## src/rtl/pm_entry_pkg.sv

```systemverilog
// Shared definitions for the PM-entry wrapper: sideband message codes, the
// responder state encoding and the default 2 us timeout counts.
package pm_entry_pkg;

  // Sideband LinkMgmt.RDI message codes
  localparam logic [3:0] MsgReqL1     = 4'd2;
  localparam logic [3:0] MsgReqL2     = 4'd3;
  localparam logic [3:0] MsgRspPmnak  = 4'd9;
  localparam logic [3:0] MsgRspL1     = 4'd10;
  localparam logic [3:0] MsgRspL2     = 4'd11;

  // 2 us expressed in clock cycles for each supported clock rate
  localparam int unsigned Cnt100MhzDefault = 200;
  localparam int unsigned Cnt200MhzDefault = 400;
  localparam int unsigned TimeoutCntW      = 9;

  typedef enum logic [2:0] {
    StIdle,
    StWaitReq,
    StDecide,
    StSendResp,
    StDone
  } rx_state_e;

endpackage

```

## src/rtl/pm_timeout_cnt.sv

```systemverilog
// Saturating 2 us timeout counter with clock-rate dependent limit.
// Shared between the PM-entry responder and transmitter.
module pm_timeout_cnt
  import pm_entry_pkg::*;
#(
  parameter int unsigned CNT_100MHZ = Cnt100MhzDefault,
  parameter int unsigned CNT_200MHZ = Cnt200MhzDefault
) (
  input  logic i_clk,
  input  logic i_rst,
  input  logic i_clr,
  input  logic i_run,
  input  logic i_clk_div_ratio,
  output logic o_expired
);

  localparam logic [TimeoutCntW-1:0] Lim100 = CNT_100MHZ[TimeoutCntW-1:0];
  localparam logic [TimeoutCntW-1:0] Lim200 = CNT_200MHZ[TimeoutCntW-1:0];

  logic [TimeoutCntW-1:0] cnt_q, cnt_d;
  logic [TimeoutCntW-1:0] limit;

  assign limit     = i_clk_div_ratio ? Lim200 : Lim100;
  assign o_expired = (cnt_q == limit);

  // Count while running, hold at the limit, clear on request
  always_comb begin
    cnt_d = cnt_q;
    if (i_clr) begin
      cnt_d = '0;
    end else if (i_run && (cnt_q != limit)) begin
      cnt_d = cnt_q + 1'b1;
    end
  end

  // Counter register
  always_ff @(posedge i_clk) begin
    if (i_rst) begin
      cnt_q <= '0;
    end else begin
      cnt_q <= cnt_d;
    end
  end

endmodule

```

## src/rtl/pm_entry_rx.sv

```systemverilog
// Responder side of the RDI PM-entry handshake: catches a remote Req.L1/L2,
// waits for the local accept/reject, then sends Rsp.L1/Rsp.L2/PMNAK.
// Optional feature macro PM_ENTRY_RX_TIMEOUT_EN forces a PMNAK when no decision
// arrives within 2 us.
module pm_entry_rx
  import pm_entry_pkg::*;
#(
  parameter int unsigned CNT_100MHZ = Cnt100MhzDefault,
  parameter int unsigned CNT_200MHZ = Cnt200MhzDefault
) (
  input  logic       i_clk,
  input  logic       i_rst,
  input  logic       i_en,
  input  logic       i_clk_div_ratio,
  input  logic       i_accept,
  input  logic       i_reject,
  input  logic       i_tx_msg_valid,
  input  logic       i_msg_valid,
  input  logic [3:0] i_msg_no,
  input  logic       i_msg_done,
  output logic       o_msg_valid,
  output logic [3:0] o_msg_no,
  output logic       o_rx_msg_valid,
  output logic       o_req_valid,
  output logic       o_req_is_l2,
  output logic       o_resp_done,
  output logic       o_pm_nak
);

  rx_state_e  state_q, state_d;
  logic       is_l2_q, is_l2_d;
  logic       dec_valid_q, dec_valid_d;
  logic       dec_nak_q, dec_nak_d;
  logic [3:0] code_q, code_d;

  logic       msg_valid_q, msg_valid_d;
  logic [3:0] msg_no_q, msg_no_d;
  logic       rx_msg_valid_q, rx_msg_valid_d;
  logic       req_valid_q, req_valid_d;
  logic       req_is_l2_q, req_is_l2_d;
  logic       resp_done_q, resp_done_d;
  logic       pm_nak_q, pm_nak_d;

  logic       timeout;

`ifdef PM_ENTRY_RX_TIMEOUT_EN
  logic timeout_raw;

  pm_timeout_cnt #(
    .CNT_100MHZ (CNT_100MHZ),
    .CNT_200MHZ (CNT_200MHZ)
  ) u_timeout (
    .i_clk           (i_clk),
    .i_rst           (i_rst),
    .i_clr           (!i_en || (state_q != StDecide)),
    .i_run           (state_q == StDecide),
    .i_clk_div_ratio (i_clk_div_ratio),
    .o_expired       (timeout_raw)
  );

  assign timeout = timeout_raw && (state_q == StDecide);
`else
  logic unused_cfg;
  assign unused_cfg = ^{i_clk_div_ratio, CNT_100MHZ[0], CNT_200MHZ[0]};
  assign timeout    = 1'b0;
`endif

  // Next-state and decision latch; the first decision in DECIDE is held while
  // the transmitter still owns the port
  always_comb begin
    state_d     = state_q;
    is_l2_d     = is_l2_q;
    dec_valid_d = dec_valid_q;
    dec_nak_d   = dec_nak_q;
    code_d      = code_q;
    case (state_q)
      StIdle: begin
        is_l2_d     = 1'b0;
        dec_valid_d = 1'b0;
        dec_nak_d   = 1'b0;
        code_d      = '0;
        if (i_en) state_d = StWaitReq;
      end
      StWaitReq: begin
        if (i_msg_valid && ((i_msg_no == MsgReqL1) || (i_msg_no == MsgReqL2))) begin
          is_l2_d = (i_msg_no == MsgReqL2);
          state_d = StDecide;
        end
      end
      StDecide: begin
        if (!dec_valid_q) begin
          if (i_reject || timeout) begin
            dec_valid_d = 1'b1;
            dec_nak_d   = 1'b1;
            code_d      = MsgRspPmnak;
          end else if (i_accept) begin
            dec_valid_d = 1'b1;
            dec_nak_d   = 1'b0;
            code_d      = is_l2_q ? MsgRspL2 : MsgRspL1;
          end
        end
        if (dec_valid_d && !i_tx_msg_valid) state_d = StSendResp;
      end
      StSendResp: begin
        if (i_msg_done) state_d = StDone;
      end
      StDone: ;
      default: state_d = StIdle;
    endcase
    if (!i_en) state_d = StIdle;
  end

  // Output next values decoded from the current state; i_en low clears them at once
  always_comb begin
    msg_valid_d    = i_en && (state_q == StSendResp);
    msg_no_d       = (i_en && ((state_q == StSendResp) || (state_q == StDone))) ? code_q : '0;
    rx_msg_valid_d = i_en && ((state_q == StDecide) || (state_q == StSendResp));
    req_valid_d    = i_en && (state_q == StDecide);
    req_is_l2_d    = i_en && is_l2_q &&
                     ((state_q == StDecide) || (state_q == StSendResp) || (state_q == StDone));
    resp_done_d    = i_en && (state_q == StDone);
    pm_nak_d       = i_en && (state_q == StDone) && dec_nak_q;
  end

  // State, decision and output registers
  always_ff @(posedge i_clk) begin
    if (i_rst) begin
      state_q        <= StIdle;
      is_l2_q        <= 1'b0;
      dec_valid_q    <= 1'b0;
      dec_nak_q      <= 1'b0;
      code_q         <= '0;
      msg_valid_q    <= 1'b0;
      msg_no_q       <= '0;
      rx_msg_valid_q <= 1'b0;
      req_valid_q    <= 1'b0;
      req_is_l2_q    <= 1'b0;
      resp_done_q    <= 1'b0;
      pm_nak_q       <= 1'b0;
    end else begin
      state_q        <= state_d;
      is_l2_q        <= is_l2_d;
      dec_valid_q    <= dec_valid_d;
      dec_nak_q      <= dec_nak_d;
      code_q         <= code_d;
      msg_valid_q    <= msg_valid_d;
      msg_no_q       <= msg_no_d;
      rx_msg_valid_q <= rx_msg_valid_d;
      req_valid_q    <= req_valid_d;
      req_is_l2_q    <= req_is_l2_d;
      resp_done_q    <= resp_done_d;
      pm_nak_q       <= pm_nak_d;
    end
  end

  assign o_msg_valid    = msg_valid_q;
  assign o_msg_no       = msg_no_q;
  assign o_rx_msg_valid = rx_msg_valid_q;
  assign o_req_valid    = req_valid_q;
  assign o_req_is_l2    = req_is_l2_q;
  assign o_resp_done    = resp_done_q;
  assign o_pm_nak       = pm_nak_q;

endmodule

```

## config.mk

```make
export PLATFORM = sky130hd
export DESIGN_NAME = pm_entry_rx
export DESIGN_NICKNAME = d
export VERILOG_FILES = /design/src/rtl/pm_entry_pkg.sv /design/src/rtl/pm_timeout_cnt.sv /design/src/rtl/pm_entry_rx.sv
export SDC_FILE = /design/constraint.sdc
export NUM_CORES = 1
export LEC_CHECK = 0
export ABC_AREA = 1
export BUFFER_PORTS_ARGS = -buffer_cell sky130_fd_sc_hd__buf_2
export CORE_UTILIZATION = 51
export CTS_CLUSTER_SIZE = 20
export DETAILED_ROUTE_END_ITERATION = 10
export PLACE_DENSITY = 0.79
export SYNTH_ARGS = -nofsm -noshare
export SYNTH_HDL_FRONTEND = slang
export SYNTH_SLANG_ARGS = --single-unit
export TNS_END_PERCENT = 50
```

## constraint.sdc

```tcl
create_clock -name i_clk -period 1.8 [get_ports i_clk]
set_clock_uncertainty 0.15 [all_clocks]
set_input_delay 0.36 -clock i_clk [delete_from_list [all_inputs] [get_ports i_clk]]
set_output_delay 0.36 -clock i_clk [all_outputs]
set_load 0.02 [all_outputs]
```

==> flow_summary_export.csv, run 1 <==
group,metric,value,unit
drt,drc,0,
critical_path,critPathLaunchType,"flop",
critical_path,crit_chain,"nor2_1 -> nand2_2 -> nor3_4 -> nor2_1 -> nand2_1 -> a21oi_1",
critical_path,critPathMaxFanout,5,
critical_path,crit_path_max_incr_delay,0.37,ns
yosys,synth_area_per_cell,7.41,um2
cts,cts_buffers,3,
drt,top_layer,"met4",
drt,vias_per_cell,4.83,
place,portBuffers,20,
yosys,synth_top_area_cell,"dfxtp_1",
hold_path,worstHoldPathCells,2,
cts,hold_buffers,0,
critical_path,path_common_cell,"nor2_1",
power_and_ir_drop,power,0.000746,W
hold_path,hp-class,"in2reg",
yosys,synth_seq_cells,18,
drt,met2WireLength,639,um
power_and_ir_drop,ir_drop,0.376,mV
yosys,synth_nets,115,
cts,clockBufferDepth,2,
die,pin_count,23,
finish,drive_above_1_share,28.8,%
drt,routed_wl,1.37,mm
global_route,grt_pass1_wl,2.20,mm
yosys,ys_types,21,
yosys,ys_top_cells_by_area,"dfxtp_1, inv_1, nand2_1",
job,maxCapViolCount,0,
cts,clock_latency,0.29,ns
place,gp_congestion,0.825,
yosys,yosysMostFrequentCell,"inv_1",
drt,wl_met3,75,um
finish,diodes,0,
yosys,yosysSeqAreaShare,47.7,%
power_and_ir_drop,power_leakage,0.465,nW
finish,final_nets,139,
drt,wl_met1,632,um
sta,setup_viol,0,
critical_path,worstSetupPathType,"reg2reg",
die,row_count,13,
sta,final_max_slew_viol_count,0,
sta,setup_tns,0,ns
critical_path,worstSetupEndpointType,"flop",
global_route,grt_overflow_total,0,
die,die_area,1640,um2
sta,hold_viol,0,
global_route,grt_antenna_before_repair,0,
drt,antenna_left,0,
die,core-area,1330,um2
status,run_status,"finished, final reports clean",
finish,syn_to_final_growth,19.5,%
sta,timing.final.crit_share,76.4,%
global_route,grt_max_degree,11,
cts,clk_pin_slew,0.10,ns
cts,clock_sinks,18,
yosys,synth_ff_type,"dfxtp_1",
drt,drtPass1Iterations,4,
yosys,synthMuxAreaShare,0,%
place,dp_hpwl,1.05,mm
cts,post_cts_buffers,0,
cts,cts_tree,"yes",
yosys,synth_area,756,um2
die,die_width,40.5,um
drt,drt-initial-drc-count,29,
yosys,synth_warnings,0,
cts,post_cts_resized,0,
global_route,grt_pass1_vias,574,
sta,fin_crit,1.38,ns
power_and_ir_drop,p_per_area,826,nW/um2
sta,max_freq,727,MHz
die,start_util,56.7,%
global_route,track_usage,20.5,%
yosys,synth_compound_area_share,8.11,%
yosys,synthTopCellsByCount,"inv_1, dfxtp_1, nand2_1",
yosys,netlist.area_leader.share,47.7,%
critical_path,cp.arrival,1.42,ns
yosys,synth_top_family_by_area,"simple AND/OR/NAND/NOR gates",
critical_path,required,1.84,ns
drt,drt-wirelength-per-cell,9.76,um
yosys,yosys.area_share.xor_xnor,0,%
yosys,synth-edff-count,0,
yosys,synth_simple_gate_area_share,31.8,%
critical_path,slowest_stage,"dfxtp_1",
cts,htree_levels,1,
yosys,async_flop_share,0,%
die,fp.dieH,40.5,um
critical_path,reg2regPathDepth,6,
cts,root_buffer,"clkbuf_4",
yosys,synthAdderAreaFrac,0,%
drt,vias,676,
yosys,synth_cells,102,
sta,rsz0062_at_grt,"false",
finish,fill_cells,113,
==> logic make-up (layout without fill, tap and decap cells) <==
kind of cell	count (synthesis)	count (layout)
other	1	1
flip-flops	18	18
buffers and inverters	23	46
AO/OA/AOI/OAI	11	11
AND/OR/NAND/NOR	49	49
==> state kept, by name, summed over array words and instances (netlist names) <==
register,cells
state_q,3
o_msg_no,3
dec_nak_q,1
o_req_valid,1
o_resp_done,1
o_pm_nak,1
is_l2_q,1
o_msg_valid,1
o_req_is_l2,1
o_rx_msg_valid,1
code_q,3
dec_valid_q,1
==> final cells by class <==
class | count | area (um2) | area share [%]
clock buffer | 4 | 36.3 | 4.02
sequential | 18 | 360 | 39.9
tap | 15 | 18.8 | 2.08
multi-input combinational | 61 | 305 | 33.8
timing repair buffer | 20 | 100 | 11.1
inverter | 22 | 82.6 | 9.14
==> power by group <==
part	switching, W	total [W]	internal, W
logic	0.0000521	0.0000828	0.0000307
clock network	0.000124	0.000248	0.000123
registers	0.00000878	0.000415	0.000407
==> critical path: cells and delay by family, from the launching register on <==
kind             cells  cell delay [ns]
AND/OR/NAND/NOR      5             0.69
flip-flops           1             0.37
AO/OA/AOI/OAI        1             0.06
==> stage by stage <==
step	hold WS (ns)	cell area (um2)	utilization, %	worst slack, ns	std cells
6_report	0.124	903	67.7	0.424	140
5_1_grt	0.130	903	67.7	0.280	140
4_1_cts	0.118	903	67.7	0.432	140
3_5_place_dp	0.271	867	65.0	0.428	136
3_3_place_gp	0.268	867	65.0	0.454	136
2_1_floorplan	0.258	756	-	0.580	102
==> worst paths after layout <==
path,start,to,slack [ns]
max,state_q[0],code_q[0],0.42
min reg2reg,code_q[3],o_msg_no[3],0.29
max reg2reg,state_q[0],code_q[0],0.42
min,i_rst,dec_nak_q,0.12
==> layer usage <==
layer | vias to the layer above | global-route usage [%]
met5 | - | 0
met4 | 0 | 10.0
met3 | 8 | 5.00
met2 | 27 | 33.7
met1 | 286 | 24.5
li1 | 355 | -
==> placed cells by master (no fill, tap or decap) <==
cell	synthesis	final
buf_2	0	20
inv_1	19	19
dfxtp_1	18	18
nand2_1	17	17
nor2_1	16	16
o21ai_0	4	4
nand2_2	3	3
inv_2	3	3
nand3_1	3	3
a21oi_1	3	3
nand4_1	3	3
clkbuf_4	0	3
o21ai_1	2	2
nor3_1	2	2
nor2_2	1	1
nor3_4	1	1
o21ai_2	1	1
nor3_2	1	1
nor2_4	1	1
o21a_1	1	1
nand3_2	1	1
conb_1	1	1
clkbuf_8	0	1
(Power assumes the default switching activity.)
==> run 2: changes to the inputs <==
--- a/config.mk
+++ b/config.mk
@@ -7,10 +7,10 @@
 export LEC_CHECK = 0
 export ABC_AREA = 1
 export BUFFER_PORTS_ARGS = -buffer_cell sky130_fd_sc_hd__buf_2
-export CORE_UTILIZATION = 51
+export CORE_UTILIZATION = 43
 export CTS_CLUSTER_SIZE = 20
 export DETAILED_ROUTE_END_ITERATION = 10
-export PLACE_DENSITY = 0.79
+export PLACE_DENSITY = 0.71
 export SYNTH_ARGS = -nofsm -noshare
 export SYNTH_HDL_FRONTEND = slang
 export SYNTH_SLANG_ARGS = --single-unit
==> constraint.sdc (replaced) <==
create_clock -name i_clk -period 1.2 [get_ports i_clk]
set_clock_uncertainty 0.15 [all_clocks]
set_input_delay 0.24 -clock i_clk [delete_from_list [all_inputs] [get_ports i_clk]]
set_output_delay 0.24 -clock i_clk [all_outputs]
set_load 0.02 [all_outputs]
==> run 2 against run 1 <==
Hold slack worse by 0.083 ns. Via count up 1.8%. First-iteration DRC count down 14%. Wire length up 0.37%. Sequential share of layout area down 3.0 points. Critical path type unchanged. Largest power group unchanged. The flow now finishes with violations (negative setup slack).
==> flow_summary_export.csv, run 2 (synthesis gave the netlist of run 1 again) <==
group,metric,value,unit
critical_path,worstSetupPathType,"reg2reg",
power_and_ir_drop,power_leakage,0.512,nW
global_route,grt_antenna_before_repair,0,
global_route,grt_pass1_wl,2.18,mm
power_and_ir_drop,power_frac_comb,13.5,%
place,gp_congestion,0.808,
sta,setup_tns,-0.105,ns
sta,setup_viol,4,
critical_path,required,1.27,ns
cts,clockBufferDepth,2,
drt,antenna_left,0,
critical_path,r2r-start,"state_q[2]",
critical_path,crit_chain,"inv_2 -> nand2_1 -> nor2_2 -> buf_4 -> nor2_2 -> nand2_1 -> a21oi_1",
power_and_ir_drop,clkPwrFrac,31.8,%
cts,cts_tree,"yes",
sta,hold_viol,0,
finish,drive_above_1_share,40.9,%
place,portBuffers,20,
hold_path,hp-class,"in2reg",
cts,root_buffer,"clkbuf_4",
place,dp_hpwl,1.10,mm
cts,cts_buffers,3,
hold_path,worstHoldStart,"i_en",
cts,clk_pin_slew,0.10,ns
power_and_ir_drop,p_switching,0.000278,W
die,die_area,1930,um2
finish,final_nets,146,
sta,timing.final.crit_share,105,%
finish,syn_to_final_growth,32.3,%
power_and_ir_drop,power_frac_seq,54.8,%
sta,fin_ws,-0.0595,ns
die,fp.dieH,43.9,um
critical_path,slowest_stage,"dfxtp_2",
critical_path,critPathLaunchType,"flop",
die,row_count,14,
sta,fin_crit,1.26,ns
critical_path,critPathMaxFanout,4,
critical_path,worstSetupEndpointType,"flop",
status,violations,"negative setup slack",
drt,routed_wl,1.37,mm
global_route,track_usage,15.3,%
die,die_width,43.9,um
die,start_util,47.9,%
die,pin_count,23,
finish,layout_common_cells,"buf_2, inv_1, nand2_1, dfxtp_1, nor2_1",
drt,vias_per_cell,4.65,
power_and_ir_drop,switching_share,24.4,%
finish,final_util,63.4,%
job,maxCapViolCount,0,
sta,max_freq,794,MHz
global_route,grt_overflow_total,0,
critical_path,critPathLaunch,"state_q[2]",
sta,final_max_slew_viol_count,0,
drt,drtPass1Iterations,6,
die,core-area,1580,um2
drt,drt-initial-drc-count,25,
drt,drc,0,
power_and_ir_drop,ir_drop,0.608,mV
cts,clock_sinks,18,
power_and_ir_drop,intPower,0.000862,W
status,run_status,"finished, violations left",
critical_path,cp_num_buf_inv,2,
critical_path,critPathTopFamily,"flip-flops",
cts,htree_levels,1,
global_route,grt_max_degree,11,
critical_path,crit_path_max_incr_delay,0.38,ns
critical_path,cp.arrival,1.33,ns
finish,layout_commonest_cell,"buf_2",
sta,rsz0062_at_grt,"true",
finish,diodes,0,
cts,clock_latency,0.28,ns
drt,drt-wirelength-per-cell,9.27,um
power_and_ir_drop,p_per_area,1140,nW/um2
global_route,grt_pass1_vias,586,
drt,vias,688,
run 2: worst reg2reg max path, delay by kind of cell (launching register included):
family	cells	cell delay, ns
compound gates	1	0.13
flops	1	0.38
buf+inv	2	0.19
simple gates	4	0.34
run 2: area by class of cell:
cell class / count / area [um2]
Fill cell: 140 / 577
Sequential cell: 18 / 369
Multi-Input combinational cell: 61 / 339
Timing Repair Buffer: 27 / 153
Inverter: 22 / 82.6
Clock buffer: 4 / 36.3
Tap cell: 16 / 20.0
run 2: metrics by stage:
stage | hold slack [ns] | setup WS [ns] | total power, W | std cells | cell area, um2
finish | 0.0415 | -0.0595 | 0.00114 | 148 | 1000
global route | 0.0408 | -0.135 | 0.00119 | 148 | 1000
CTS | 0.0480 | -0.0779 | 0.00114 | 147 | 978
detailed placement | 0.272 | -0.125 | 0.000770 | 142 | 906
global placement | 0.270 | -0.0960 | 0.000767 | 142 | 906
floorplan | 0.159 | -0.0200 | 0.000721 | 102 | 756
run 2: worst paths after layout:
path                       to  slack [ns]  cells past startpoint
setup / recovery    code_q[0]       -0.06                      7
hold / removal    o_req_valid        0.04                      3
setup reg to reg    code_q[0]       -0.06                      7
hold reg to reg      o_pm_nak        0.28                      2
run 2: layer usage:
metal	share of wire (%)	wire [um]	track usage [%]
met3	2.9	40	2.50
met5	0	0	0
met1	44	608	17.9
met4	2.1	29	7.27
met2	51	694	27.2
run 2: timing repair:
item / in CTS / in global routing
pin swaps: 2 / 2
resized for setup: 11 / 5
buffers inserted: 1 / 1
setup endpoints to repair: 8 / 14
hold buffers: 0 / 0
run 2: power by group through the flow:
stage	clock (W)	combinational [W]	sequential, W
after floorplan	0	0.0000853	0.000636
after global placement	0	0.000131	0.000635
after detailed placement	0	0.000134	0.000636
after CTS	0.000367	0.000146	0.000625
after global routing	0.000393	0.000173	0.000626
final	0.000362	0.000154	0.000624
==> run 3: changes to the inputs <==
--- a/config.mk
+++ b/config.mk
@@ -10,7 +10,7 @@
 export CORE_UTILIZATION = 43
 export CTS_CLUSTER_SIZE = 20
 export DETAILED_ROUTE_END_ITERATION = 10
-export PLACE_DENSITY = 0.71
+export PLACE_DENSITY_LB_ADDON = 0.08
 export SYNTH_ARGS = -nofsm -noshare
 export SYNTH_HDL_FRONTEND = slang
 export SYNTH_SLANG_ARGS = --single-unit
==> run 3 against run 2 <==
The flow still finishes with violations (negative setup slack). Sequential share of layout area grew 1.2 points. Global-route usage rose by 0.78 points. Maximum frequency rose by 0.27%. Via count is 3.5% lower. Register-to-register slack is essentially flat. Hold slack worse by 0.00062 ns. Sequential power about the same. Count of clock-buffer cells in the layout is 1 lower. Wire length down 5.5%. Flip-flop and latch count is the same. Critical endpoint is now state_q[1]. Highest routed layer unchanged.
==> flow_summary_export.csv, run 3 (synthesis gave the netlist of run 1 again) <==
group,metric,value,unit
hold_path,worstHoldPathCells,3,
hold_path,worst_hold_path.endpoint,"o_req_valid",
global_route,grt_antenna_before_repair,0,
critical_path,critPathMaxFanout,5,
critical_path,worstSetupPathType,"reg2reg",
finish,regArea,369,um2
hold_path,hp-class,"in2reg",
sta,final_max_slew_viol_count,0,
status,violations,"negative setup slack",
sta,rsz0062_at_grt,"true",
power_and_ir_drop,ir_drop,0.555,mV
critical_path,slowest_stage,"dfxtp_2",
critical_path,r2r-start,"state_q[1]",
drt,top_layer,"met4",
hold_path,worstHoldStart,"i_en",
finish,multi_input_area,334,um2
sta,fin_ws,-0.0561,ns
global_route,grt_pass1_wl,2.20,mm
drt,routed_wl,1.30,mm
critical_path,critPathLaunchType,"flop",
place,place_ws,-0.126,ns
cts,clk_pin_slew,0.09,ns
drt,met2WireLength,564,um
critical_path,required,1.24,ns
drt,vias,664,
critical_path,rr_endpoint,"state_q[1]",
finish,syn_to_final_growth,28.1,%
die,pin_count,23,
die,start_util,47.9,%
die,row_count,14,
critical_path,path_common_cell,"nand2_1",
critical_path,cp_num_buf_inv,1,
power_and_ir_drop,p_per_area,1090,nW/um2
power_and_ir_drop,power_leakage,0.494,nW
finish,final_nets,144,
die,die_width,43.9,um
place,portBuffers,20,
finish,fill_cells,145,
critical_path,reg2regPathDepth,7,
cts,clockBufferDepth,2,
sta,setup_tns,-0.294,ns
critical_path,crit_path_max_incr_delay,0.41,ns
cts,htree_levels,1,
global_route,grt_max_degree,10,
critical_path,worstSetupEndpointType,"flop",
drt,wl_met3,54,um
sta,timing.final.crit_share,105,%
critical_path,critPathTopFamily,"simple AND/OR/NAND/NOR gates",
die,fp.dieH,43.9,um
drt,wl_met1,639,um
job,maxCapViolCount,0,
sta,hold_viol,0,
cts,cts_tree,"yes",
die,die_area,1930,um2
global_route,grt_pass1_vias,563,
sta,fin_crit,1.26,ns
drt,drtPass1Iterations,3,
drt,vias_per_cell,4.58,
cts,clock_latency,0.28,ns
drt,drc,0,
cts,clock_sinks,18,
critical_path,reg2reg_slack,-0.06,ns
finish,layout_common_cells,"buf_2, inv_1, nand2_1, dfxtp_1, nor2_1",
critical_path,crit_chain,"nand2_1 -> nor3_1 -> nor2_2 -> nand3_2 -> nand2_1 -> inv_1 -> nor2_1",
finish,drive_above_1_share,38.8,%
status,run_status,"finished, violations left",
die,core-area,1580,um2
global_route,track_usage,16.1,%
drt,drt-initial-drc-count,8,
global_route,grt_overflow_total,0,
drt,drt-wirelength-per-cell,8.94,um
critical_path,cp.arrival,1.30,ns
place,dp_hpwl,1.01,mm
finish,layout_commonest_cell,"buf_2",
power_and_ir_drop,power,0.00105,W
drt,antenna_left,0,
cts,cts_buffers,3,
place,gp_congestion,0.796,
sta,setup_viol,9,
finish,diodes,0,
sta,max_freq,796,MHz
cts,root_buffer,"clkbuf_4",
## run 3: changes by cell type in the layout (fill, tap and decap cells not counted), sizes merged
cell    delta
buf        -2
clkbuf     -1
## run 3: power by group
part           total [W]  leakage [nW]  switching [W]  internal, W
combinational   0.000148         0.333      0.0000831    0.0000645
clock           0.000283        0.0138       0.000166     0.000117
sequential      0.000623         0.147      0.0000154     0.000608
total            0.00105         0.494       0.000265     0.000789
## run 3: worst max-delay path by stage
| stage | to | from | depth (start not counted) |
|---|---|---|---|
| 2_1_floorplan | code_q[1] | state_q[0] | 6 |
| 3_3_place_gp | code_q[1] | state_q[0] | 6 |
| 3_5_place_dp | code_q[1] | state_q[0] | 6 |
| 4_1_cts | is_l2_q | state_q[2] | 8 |
| 5_1_grt | code_q[0] | state_q[0] | 6 |
| 6_report | state_q[1] | state_q[1] | 7 |
## run 3: layer usage
layer / global-route usage [%] / vias up
met5: 0 / -
met4: 10.9 / 0
met3: 3.75 / 4
met2: 24.2 / 20
met1: 20.5 / 274
li1: - / 366
## run 3: layout make-up
type                       count  share of cell area, %
timing repair buffer          25                   14.2
multi-input combinational     61                   34.5
inverter                      22                   8.79
sequential                    18                   38.1
clock buffer                   3                   2.33
tap                           16                   2.07
## run 3: stage by stage
stage                     utilization [%]  hold WS [ns]  instances  area, um2
after global routing                 61.4        0.0511        145        968
after floorplan                         -         0.159        102        756
after detailed placement             57.0         0.271        141        898
after global placement               57.0         0.269        141        898
after CTS                            59.9        0.0374        144        945
final                                61.4        0.0409        145        968
## run 3: repair_timing
action / in CTS / in global routing
pin swaps: 2 / 4
gates resized for setup: 9 / 7
gates cloned: 0 / 0
hold buffers: 0 / 0
buffers inserted: 0 / 1
endpoints found under the setup margin: 10 / 14
## run 3: tightest hold or removal path, cell delays in order
cell	delay, ns
buf_2	0.09
inv_1	0.06
nor3_1	0.05
